--- config.mk ---
export PLATFORM = sky130hd
export DESIGN_NAME = uart_tx_cfg
export DESIGN_NICKNAME = d
export VERILOG_FILES = /design/src/rtl/uart_tx_cfg.sv
export SDC_FILE = /design/constraint.sdc
export NUM_CORES = 1
export LEC_CHECK = 0
export BUFFER_PORTS_ARGS = -buffer_cell sky130_fd_sc_hd__buf_2
export CORE_AREA = 2 2 55 57
export CTS_CLUSTER_SIZE = 10
export DETAILED_ROUTE_END_ITERATION = 7
export DIE_AREA = 0 0 57 59
export HOLD_SLACK_MARGIN = 0.08
export PLACE_DENSITY = 0.73
export SLEW_MARGIN = 20
export SYNTH_ARGS = -nofsm -noshare
export SYNTH_HDL_FRONTEND = slang
export SYNTH_SLANG_ARGS = --single-unit
export TNS_END_PERCENT = 20
--- constraint.sdc ---
create_clock -name clk -period 1.9 [get_ports clk]
set_input_delay 0.19 -clock clk [delete_from_list [all_inputs] [get_ports clk]]
set_output_delay 0.19 -clock clk [all_outputs]
set_load 0.1 [all_outputs]
--- src/rtl/uart_tx_cfg.sv ---
// Configurable UART transmitter: LSB-first data, optional even/odd parity, 1 or 2 stop bits.
// Words are taken on a valid/ready handshake and every bit lasts OS_TICKS baud_tick strobes.
module uart_tx_cfg #(
   parameter int DATA_W   = 8,
   parameter int OS_TICKS = 16
) (
   input  logic              clk,
   input  logic              rst,
   input  logic              baud_tick,
   input  logic              s_valid,
   output logic              s_ready,
   input  logic [DATA_W-1:0] s_data,
   input  logic [1:0]        cfg_parity,
   input  logic              cfg_stop2,
   output logic              tx,
   output logic              tx_busy,
   output logic              tx_done
);

   localparam int TW = $clog2(OS_TICKS);
   localparam int BW = $clog2(DATA_W);
   localparam logic [TW-1:0] TICK_LAST = TW'(OS_TICKS - 1);
   localparam logic [BW-1:0] BIT_LAST  = BW'(DATA_W - 1);

   typedef enum logic [2:0] {IDLE, START, DATA, PARITY, STOP} state_t;

   state_t            r_state;
   logic [TW-1:0]     r_tickCnt;
   logic [BW-1:0]     r_bitCnt;
   logic              r_stopCnt;
   logic [DATA_W-1:0] r_data;
   logic [1:0]        r_parity;
   logic              r_stop2;
   logic              r_tx;
   logic              r_busy;
   logic              r_done;

   state_t            w_stateNext;
   logic [TW-1:0]     w_tickNext;
   logic [BW-1:0]     w_bitNext;
   logic [BW-1:0]     w_bitInc;
   logic              w_stopNext;
   logic              w_txNext;
   logic              w_busyNext;
   logic              w_doneNext;
   logic              w_accept;
   logic              w_advance;
   logic              w_parityEn;
   logic              w_parityBit;

   // Frame settings are frozen at accept so mid-frame cfg changes cannot corrupt the frame.
   assign w_advance   = baud_tick && (r_tickCnt == TICK_LAST);
   assign w_parityEn  = (r_parity == 2'b01) || (r_parity == 2'b10);
   assign w_parityBit = (r_parity == 2'b01) ? ^r_data : ~^r_data;
   assign w_bitInc    = r_bitCnt + 1'b1;

   assign s_ready = (r_state == IDLE);
   assign tx      = r_tx;
   assign tx_busy = r_busy;
   assign tx_done = r_done;

   always_ff @(posedge clk or posedge rst) begin
      if (rst) begin
         r_state   <= IDLE;
         r_tickCnt <= '0;
         r_bitCnt  <= '0;
         r_stopCnt <= 1'b0;
         r_data    <= '0;
         r_parity  <= 2'b00;
         r_stop2   <= 1'b0;
         r_tx      <= 1'b1;
         r_busy    <= 1'b0;
         r_done    <= 1'b0;
      end else begin
         r_state   <= w_stateNext;
         r_tickCnt <= w_tickNext;
         r_bitCnt  <= w_bitNext;
         r_stopCnt <= w_stopNext;
         r_tx      <= w_txNext;
         r_busy    <= w_busyNext;
         r_done    <= w_doneNext;
         if (w_accept) begin
            r_data   <= s_data;
            r_parity <= cfg_parity;
            r_stop2  <= cfg_stop2;
         end
      end
   end

   // The line value is computed one state ahead so tx comes straight from a flop.
   always_comb begin
      w_stateNext = r_state;
      w_tickNext  = r_tickCnt;
      w_bitNext   = r_bitCnt;
      w_stopNext  = r_stopCnt;
      w_txNext    = r_tx;
      w_busyNext  = r_busy;
      w_doneNext  = 1'b0;
      w_accept    = 1'b0;

      if ((r_state != IDLE) && baud_tick) begin
         w_tickNext = w_advance ? '0 : r_tickCnt + 1'b1;
      end

      case (r_state)
         IDLE: begin
            if (s_valid) begin
               w_accept    = 1'b1;
               w_stateNext = START;
               w_tickNext  = '0;
               w_bitNext   = '0;
               w_stopNext  = 1'b0;
               w_txNext    = 1'b0;
               w_busyNext  = 1'b1;
            end
         end
         START: begin
            if (w_advance) begin
               w_stateNext = DATA;
               w_bitNext   = '0;
               w_txNext    = r_data[0];
            end
         end
         DATA: begin
            if (w_advance) begin
               if (r_bitCnt == BIT_LAST) begin
                  w_stateNext = w_parityEn ? PARITY : STOP;
                  w_txNext    = w_parityEn ? w_parityBit : 1'b1;
               end else begin
                  w_bitNext = w_bitInc;
                  w_txNext  = r_data[w_bitInc];
               end
            end
         end
         PARITY: begin
            if (w_advance) begin
               w_stateNext = STOP;
               w_txNext    = 1'b1;
            end
         end
         STOP: begin
            if (w_advance) begin
               if (r_stop2 && !r_stopCnt) begin
                  w_stopNext = 1'b1;
               end else begin
                  w_stateNext = IDLE;
                  w_stopNext  = 1'b0;
                  w_busyNext  = 1'b0;
                  w_doneNext  = 1'b1;
               end
            end
         end
         default: begin
            w_stateNext = IDLE;
            w_txNext    = 1'b1;
            w_busyNext  = 1'b0;
         end
      endcase
   end

endmodule

---- Word-level counts from Yosys, hierarchy flattened ----
Cells that the tools add are included.
Widths: inputs -> output; s select.
word-level totals
  flip-flop bits (word level) ............. 25
  word-level logic and storage cells ...... 88
  output and inout port bits .............. 4
  input bits .............................. 15
cells by class
  bitwise operators ....................... 2
  magnitude comparators ................... 1
  eq/ne operators ......................... 16
  reduce and logical (&&, ||, !) cells .... 17
  muxes and demuxes ....................... 40
  $add $sub $neg .......................... 2
operator list
  cell                 number
  $mux 3               12
  $mux 1               18
  $mux 4               4
  $ne 2x2->1 const B   8
  $pmux 3 s5           1
  $reduce_and 5->1     2
  $pmux 3 s3           1
  $reduce_xnor 8->1    1
  $reduce_xor 8->1     1
  $reduce_and 7->1     1
  $eq 3x2->1 const B   2
  $eq 3x3->1 const B   2
  $reduce_bool 3->1    2
  $pmux 1 s5           1
  $add 4x1->4 const B  1
  $eq 4x4->1 const B   1
  $lt 3x4->1 const B   1
  $reduce_and 4->1     1
  $add 3x1->3 const B  1
  $bmux 1 s3           1
  $eq 3x1->1 const B   1
  $logic_and 1x1->1    3
  $logic_not 3->1      1
  $pmux 1 s3           1
  9 further kinds      10

---- Logic depth before layout (Yosys ltp) ----
Gate-level depths: netlist (run 1).
  depth after elaboration ................. 6
  mapped depth ............................ 7

---- Worst setup path before layout (run 1) ----
Ideal clock, no wire load.
  kind .................................... register to register
  start ................................... register r_state[0]
  end ..................................... register r_tickCnt[1]
  arrival time ............................ 1.744 ns
  data required time ...................... 1.778 ns
  library setup time ...................... 0.122 ns
  path buffers ............................ 2
  cell stages (with the launch flop) ...... 7
  setup slack ............................. 0.035 ns
  clock period less this slack ............ 1.865 ns
  cells stage by stage .................... dfrtp_1 buf_6 or3_4 buf_6 inv_2 mux2i_1 a32o_1
RTL lines
  what                     line  source
  from (decl)              27    state_t r_state;
  from (signal assigned)   75    r_state <= w_stateNext;
  $logic_not 3->1          --
  named net s_ready        11    output logic s_ready,
  $mux 4                   105   case (r_state)
  named net w_tickNext[1]  39    logic [TW-1:0] w_tickNext;
  to (signal assigned)     76    r_tickCnt <= w_tickNext;
  to (decl)                28    logic [TW-1:0] r_tickCnt;
The timed path passes the listed nets, and every way through them passes these cells.
A chain may end at the register's enable or synchronous reset.

---- Worst setup path after layout (run 1) ----
  start ................................... register r_tickCnt[0]
  end ..................................... register r_bitCnt[0]
between the ends
  longest elaborated chain between the ends .. 4
RTL lines
  what                            line  source
  $eq 4x4->1 (*)                  52    assign w_advance = baud_tick && (r_tickCnt == TICK_LAST);
  $logic_and 1x1->1 (*)           52
  $ne 2x2->1 (no line)            --
  $reduce_and 5->1 (no line) (*)  --
  to (signal assigned)            77    r_bitCnt <= w_bitNext;
  to (decl)                       29    logic [BW-1:0] r_bitCnt;
Every way passes the cells marked *; elsewhere a longest branch is shown, timed or not.

==> results of run 1 <==
## power groups by stage
stage | sequential (mW) | clock [mW] | combinational (mW)
after floorplan | 0.984 | 0 | 0.902
after global placement | 0.904 | 0 | 1.16
after detailed placement | 0.913 | 0 | 1.19
after CTS | 0.902 | 0.244 | 1.21
after global routing | 0.935 | 0.265 | 1.30
final | 0.900 | 0.238 | 1.20
## cells in the mapped netlist, types with 3 or more instances
master	n	area [sq um]
nand2_1	9	33.8
a21oi_1	6	30.0
xor2_1	3	26.3
nor2_1	4	15.0
o21ai_0	13	65.1
nor3_1	3	15.0
inv_1	6	22.5
nand3_1	5	25.0
xnor2_1	4	35.0
dfrtp_1	24	601
mux2_4	7	105
mux2_2	4	45.0
ha_1	4	50.1
## final cells by class
cell class | instances | area [sq um]
clock buffer | 4 | 26.3
tap | 31 | 38.8
multi-input combinational | 89 | 722
inverter | 7 | 26.3
timing repair buffer | 25 | 163
sequential | 25 | 627
fill | 232 | 1110
## through the flow
stage          cell area (sq um)  hold WS [ns]  instances  util (%)  setup WS, ns
5_1_grt                     1600        0.0809        181      59.1       0.00831
6_report                    1600        0.0796        181      59.1         0.179
4_1_cts                     1580        0.0826        180      58.3         0.121
2_1_floorplan               1420         0.217        127         -        0.0346
3_5_place_dp                1540         0.269        175      57.0         0.143
3_3_place_gp                1540         0.250        175      57.0         0.176
## worst max-delay path, cell delays in order (launching register included)
cell and delay [ns]:
dfrtp_1 0.41, ha_1 0.19, nand4_1 0.21, buf_4 0.23, o21ai_0 0.15, nand3_1 0.14, mux2_2 0.29
## worst paths after layout
check / startpoint / endpoint / slack (ns) / cells after the start
worst max-delay path: r_tickCnt[0] / r_bitCnt[0] / 0.18 / 6
worst min-delay path: cfg_parity[1] / r_parity[1] / 0.08 / 3
worst max register to register: r_tickCnt[0] / r_bitCnt[0] / 0.18 / 6
worst min register to register: tx_busy / tx_busy / 0.51 / 1
max in group asynchronous: rst / tx / 1.15 / 4
min in group asynchronous: rst / r_parity[0] / 0.44 / 4
## flip-flops by register name, summed over array words and instances, names as in the netlist
signal	flops
tx_busy	1
r_data	8
r_state	3
r_tickCnt	4
r_bitCnt	3
tx	1
r_parity	2
r_stopCnt	1
r_stop2	1
tx_done	1
## cell families after synthesis
logic type	after synthesis
buf+inv	13
xor+xnor	8
mux	15
compound gates	31
flops	25
simple gates	31
fa+ha+maj	4
## timing repair
action	4_1_cts	5_1_grt
setup endpoints to repair	0	1
hold endpoints to repair	24	1
hold buffers	1	1
resized for setup	0	1
## per-layer routing
layer  routed length [um]  GRT usage [%]  part of all wire [%]
met1                 1120           22.1                    44
met2                 1310           29.4                    52
met3                   86           2.84                   3.4
met4                   16           6.98                  0.63
met5                    0              0                     0
==> metrics.txt, run 1 <==
status=finished, final reports clean; H-Tree Level Count=1; HPWL after DPL=1920 um; Syn Nets=146; WL per Instance=14.0 um; xor/xnor share of the synthesized area=5.91%; remaining global-route overflow=0; Placer Congestion=0.848; via count=about 1000; Hold/Removal Path Class=in -> reg; Max clock buf depth=2; Sw Pwr=between 0.9 and 1 mW; Synth Area in Adders=3.53%; Slew Limit Headroom=67.9%; initial drt markers=26; Synth Register Bits=25; Seq pwr share=38.5%; root buffer cell=clkbuf_4; power density over cell area=~1500 nW/um^2; Yosys Warn Count=0; final hold vios=0; Data arrival, critical path=1.93 ns; top_reg_cell synth=dfrtp_1; clock sinks=25; final setup vio count=0; RSZ-0062 raised after global routing=no; fin crit share=approximately nine tenths; layout cells sized above 1=between 30% and 40%; most common cell after layout, fill and taps aside=dfrtp_1; Worst Setup Start Kind=flip-flop; MaxCap Viol Count=0; global-route wire length before repair=4520 um; combinational share of power=51.3%; Max Clock Freq=slightly below 600 MHz; Core ar.=between 2000 and 3000 sq um; CP Capture Type=flip-flop; residual DRC count=0; synth unique cells=40; post-synthesis sequential area ratio=44.2%; CP Class=reg -> reg; Sum Neg Setup Slack=0 ns; Slew @ Worst Pin=0.484 ns; largest net degree at the start of global routing=26; CTS clk-pin slew, worst paths=between 0.1 and 0.15 ns; Nets=170; Post-synth EDFFs=0; fin crit period=roughly 1.7 ns; DRT Pass-1 Iters=4; port bufs=18; Skew-Pair Late Insertion Delay=approximately 0.32 ns; Die Y=59 um; die area=between 3000 and 4000 sq um; Internal=1.42 mW; Design Power=2.34 mW; Simple-Gate Fraction of Synth Area=12.0%; clk_skew=0.0115 ns; TritonCTS clock tree=yes; Initial Util=52.3%; Rows=19; Leak=0.732 nW; # Post-CTS Setup Buffers=0; Synth Area in Compound Gates=13.4%; syn avg cell area=11.2 sq um; crit-path max FO=7; proportion of synthesized area in mux cells=15.2%; Routed WL=2530 um; Final ANT Viol Nets=0; VDD IR-drop max=1000 uV; Vias/cell=5.65; synthesized cell area=1420 sq um; part of the power in the clock network=10.2%; commonest non-fill, non-tap cells in the layout=24 x dfrtp_1, 17 x buf_2, 13 x o21ai_0, 9 x nand2_1, 7 x mux2_4; Net Sw Frac=between 30 and 40%; Final Max Slew Viols=0; vias in the first global route=about 1000; initial antenna violation count=0; ANT cells=0; io pins=19; area delta synth->final=13.1%; Post-synth ARST share=100%; die span in x=roughly 57 um; Syn Inst Count=127; total track usage=between 15 and 20%; largest family of logic cells by synthesized area=multiplexers; WP data required=2.11 ns; cts bufs inserted=3
Note: power is estimated with default switching activity, not from simulation.
==> inputs of run 2 (changes only) <==
--- a/config.mk
+++ b/config.mk
@@ -7,7 +7,6 @@
 export LEC_CHECK = 0
 export BUFFER_PORTS_ARGS = -buffer_cell sky130_fd_sc_hd__buf_2
 export CORE_AREA = 2 2 55 57
-export CTS_CLUSTER_SIZE = 10
 export DETAILED_ROUTE_END_ITERATION = 7
 export DIE_AREA = 0 0 57 59
 export HOLD_SLACK_MARGIN = 0.08
==> constraint.sdc (replaced) <==
create_clock -name clk -period 1.7 [get_ports clk]
set_input_delay 0.17 -clock clk [delete_from_list [all_inputs] [get_ports clk]]
set_output_delay 0.17 -clock clk [all_outputs]
set_load 0.1 [all_outputs]
==> metrics.txt, run 2 (synthesized netlist as in run 1, its figures left out) <==
CP Capture Type=flip-flop; Fillers=209; biggest regs=r_data: 8 flops, r_tickCnt: 4 flops; most common cell after layout, fill and taps aside=dfrtp_1; Slew Limit Headroom=67.8%; Sum Neg Setup Slack=0 ns; ANT cells=0; remaining global-route overflow=0; clock sinks=25; area of the multi-input gates=742 sq um; Max clock buf depth=2; via count=1086; Worst Setup Start Kind=flip-flop; Data arrival, critical path=1.93 ns; cells along the critical path=ha_4, mux4_2, mux2i_1, a21oi_1, o21ai_1, a31oi_1; VDD IR-drop max=1170 uV; WP data required=1.95 ns; Vias/cell=roughly 5.6; Routed WL=2720 um; fin crit share=98.9%; max reg flops=8; H-Tree Level Count=1; initial antenna violation count=0; largest net degree at the start of global routing=26; Finished Cell Area=1740 sq um; final hold vios=0; Nets=182; vias in the first global route=1050; max incr delay on CP=0.48 ns; Final Max Slew Viols=0; io pins=19; Rows=19; Max Clock Freq=595 MHz; global-route wire length before repair=4640 um; Initial Util=52.3%; initial drt markers=29; fin crit period=roughly 1.7 ns; HPWL after DPL=1960 um; Leak=0.785 nW; Post-Place Cell Area=roughly 1600 sq um; Core ar.=2710 sq um; DRT Pass-1 Iters=4; residual DRC count=0; total track usage=18.0%; WL per Instance=14.1 um; final setup vio count=0; layout cells sized above 1=32.7%; crit-path max FO=3; Crit-path slowest cell=mux4_2; commonest non-fill, non-tap cells in the layout=24 x dfrtp_1, 17 x buf_2, 11 x o21ai_0, 10 x dlygate4sd3_1; RSZ-0062 raised after global routing=yes; Final ANT Viol Nets=0; port bufs=18; status=finished, final reports clean; Hold/Removal Path Class=in -> reg; power density over cell area=1520 nW/um^2; Placer Congestion=0.880; CP Class=reg -> reg; cts bufs inserted=3; largest register by flop count=r_data; root buffer cell=clkbuf_4; CTS clk-pin slew, worst paths=0.14 ns; die area=3360 sq um; Die Y=59 um; Skew-Pair Late Insertion Delay=0.31 ns; area delta synth->final=22.4%; die span in x=roughly 57 um; TritonCTS clock tree=yes; Slew @ Worst Pin=0.486 ns; MaxCap Viol Count=0; Register Area=627 sq um; clk_skew=approximately 0.0073 ns
run 2: changes by cell type in the layout (fill, tap and decap cells not counted), sizes merged:
cell	before	now
dlygate4sd3	2	10
buf	23	27
run 2: per-stage QoR:
| step | std cells | utilization, % | setup WS, ns | power, mW | hold WS, ns |
|---|---|---|---|---|---|
| 3_5_place_dp | 178 | 57.9 | -0.0430 | 2.35 | 0.241 |
| 4_1_cts | 192 | 63.0 | 0.00215 | 2.63 | 0.0908 |
| 3_3_place_gp | 178 | 57.9 | 0.0193 | 2.31 | 0.227 |
| 5_1_grt | 193 | 64.0 | -0.124 | 2.83 | 0.0837 |
| 2_1_floorplan | 127 | - | 0.00597 | 2.11 | 0.197 |
| 6_report | 193 | 64.0 | 0.0190 | 2.64 | 0.0947 |
run 2: worst max-delay path, delay by kind of cell (launching register included):
kind                       cells  cell delay [ns]
muxes                          2             0.62
DFF                            1             0.44
adders and majority gates      1             0.30
AOI/OAI and AO/OA              3             0.26
run 2: routing by layer:
layer  global-route usage [%]  vias to the layer above  routed length [um]
li1                         -                      530                   -
met1                     22.4                      520                1150
met2                     32.0                       32                1420
met3                     2.84                        4                 115
met4                     6.31                        0                  43
met5                        0                        -                   0
run 2: where the power goes:
group / switching (mW) / internal [mW] / total [mW] / leakage (nW)
Sequential: 0.192 / 0.817 / 1.01 / 0.309
Combinational: 0.663 / 0.701 / 1.36 / 0.462
Clock: 0.174 / 0.0916 / 0.265 / 0.0150
run 2: path summary, 6_finish.rpt:
check	start	to	slack [ns]	cells past startpoint
max	r_bitCnt[1]	tx	0.02	6
min	cfg_stop2	r_stop2	0.09	2
max reg2reg	r_bitCnt[1]	tx	0.02	6
min reg2reg	tx_busy	tx_busy	0.50	1
max in group asynchronous	rst	tx	0.97	4
min in group asynchronous	rst	r_data[2]	0.44	4
run 2: repair_timing:
item	4_1_cts	5_1_grt
resized for setup	1	5
pin swaps	0	4
hold endpoints to repair	33	0
hold buffers	10	0
buffers inserted	0	1
endpoints found under the setup margin	1	6
run 2: cell type report:
class                      count  share of cell area (%)
multi-input combinational     89                    42.8
sequential                    25                    36.1
timing repair buffer          37                    15.7
tap                           31                    2.24
inverter                       7                    1.66
clock buffer                   4                    1.51
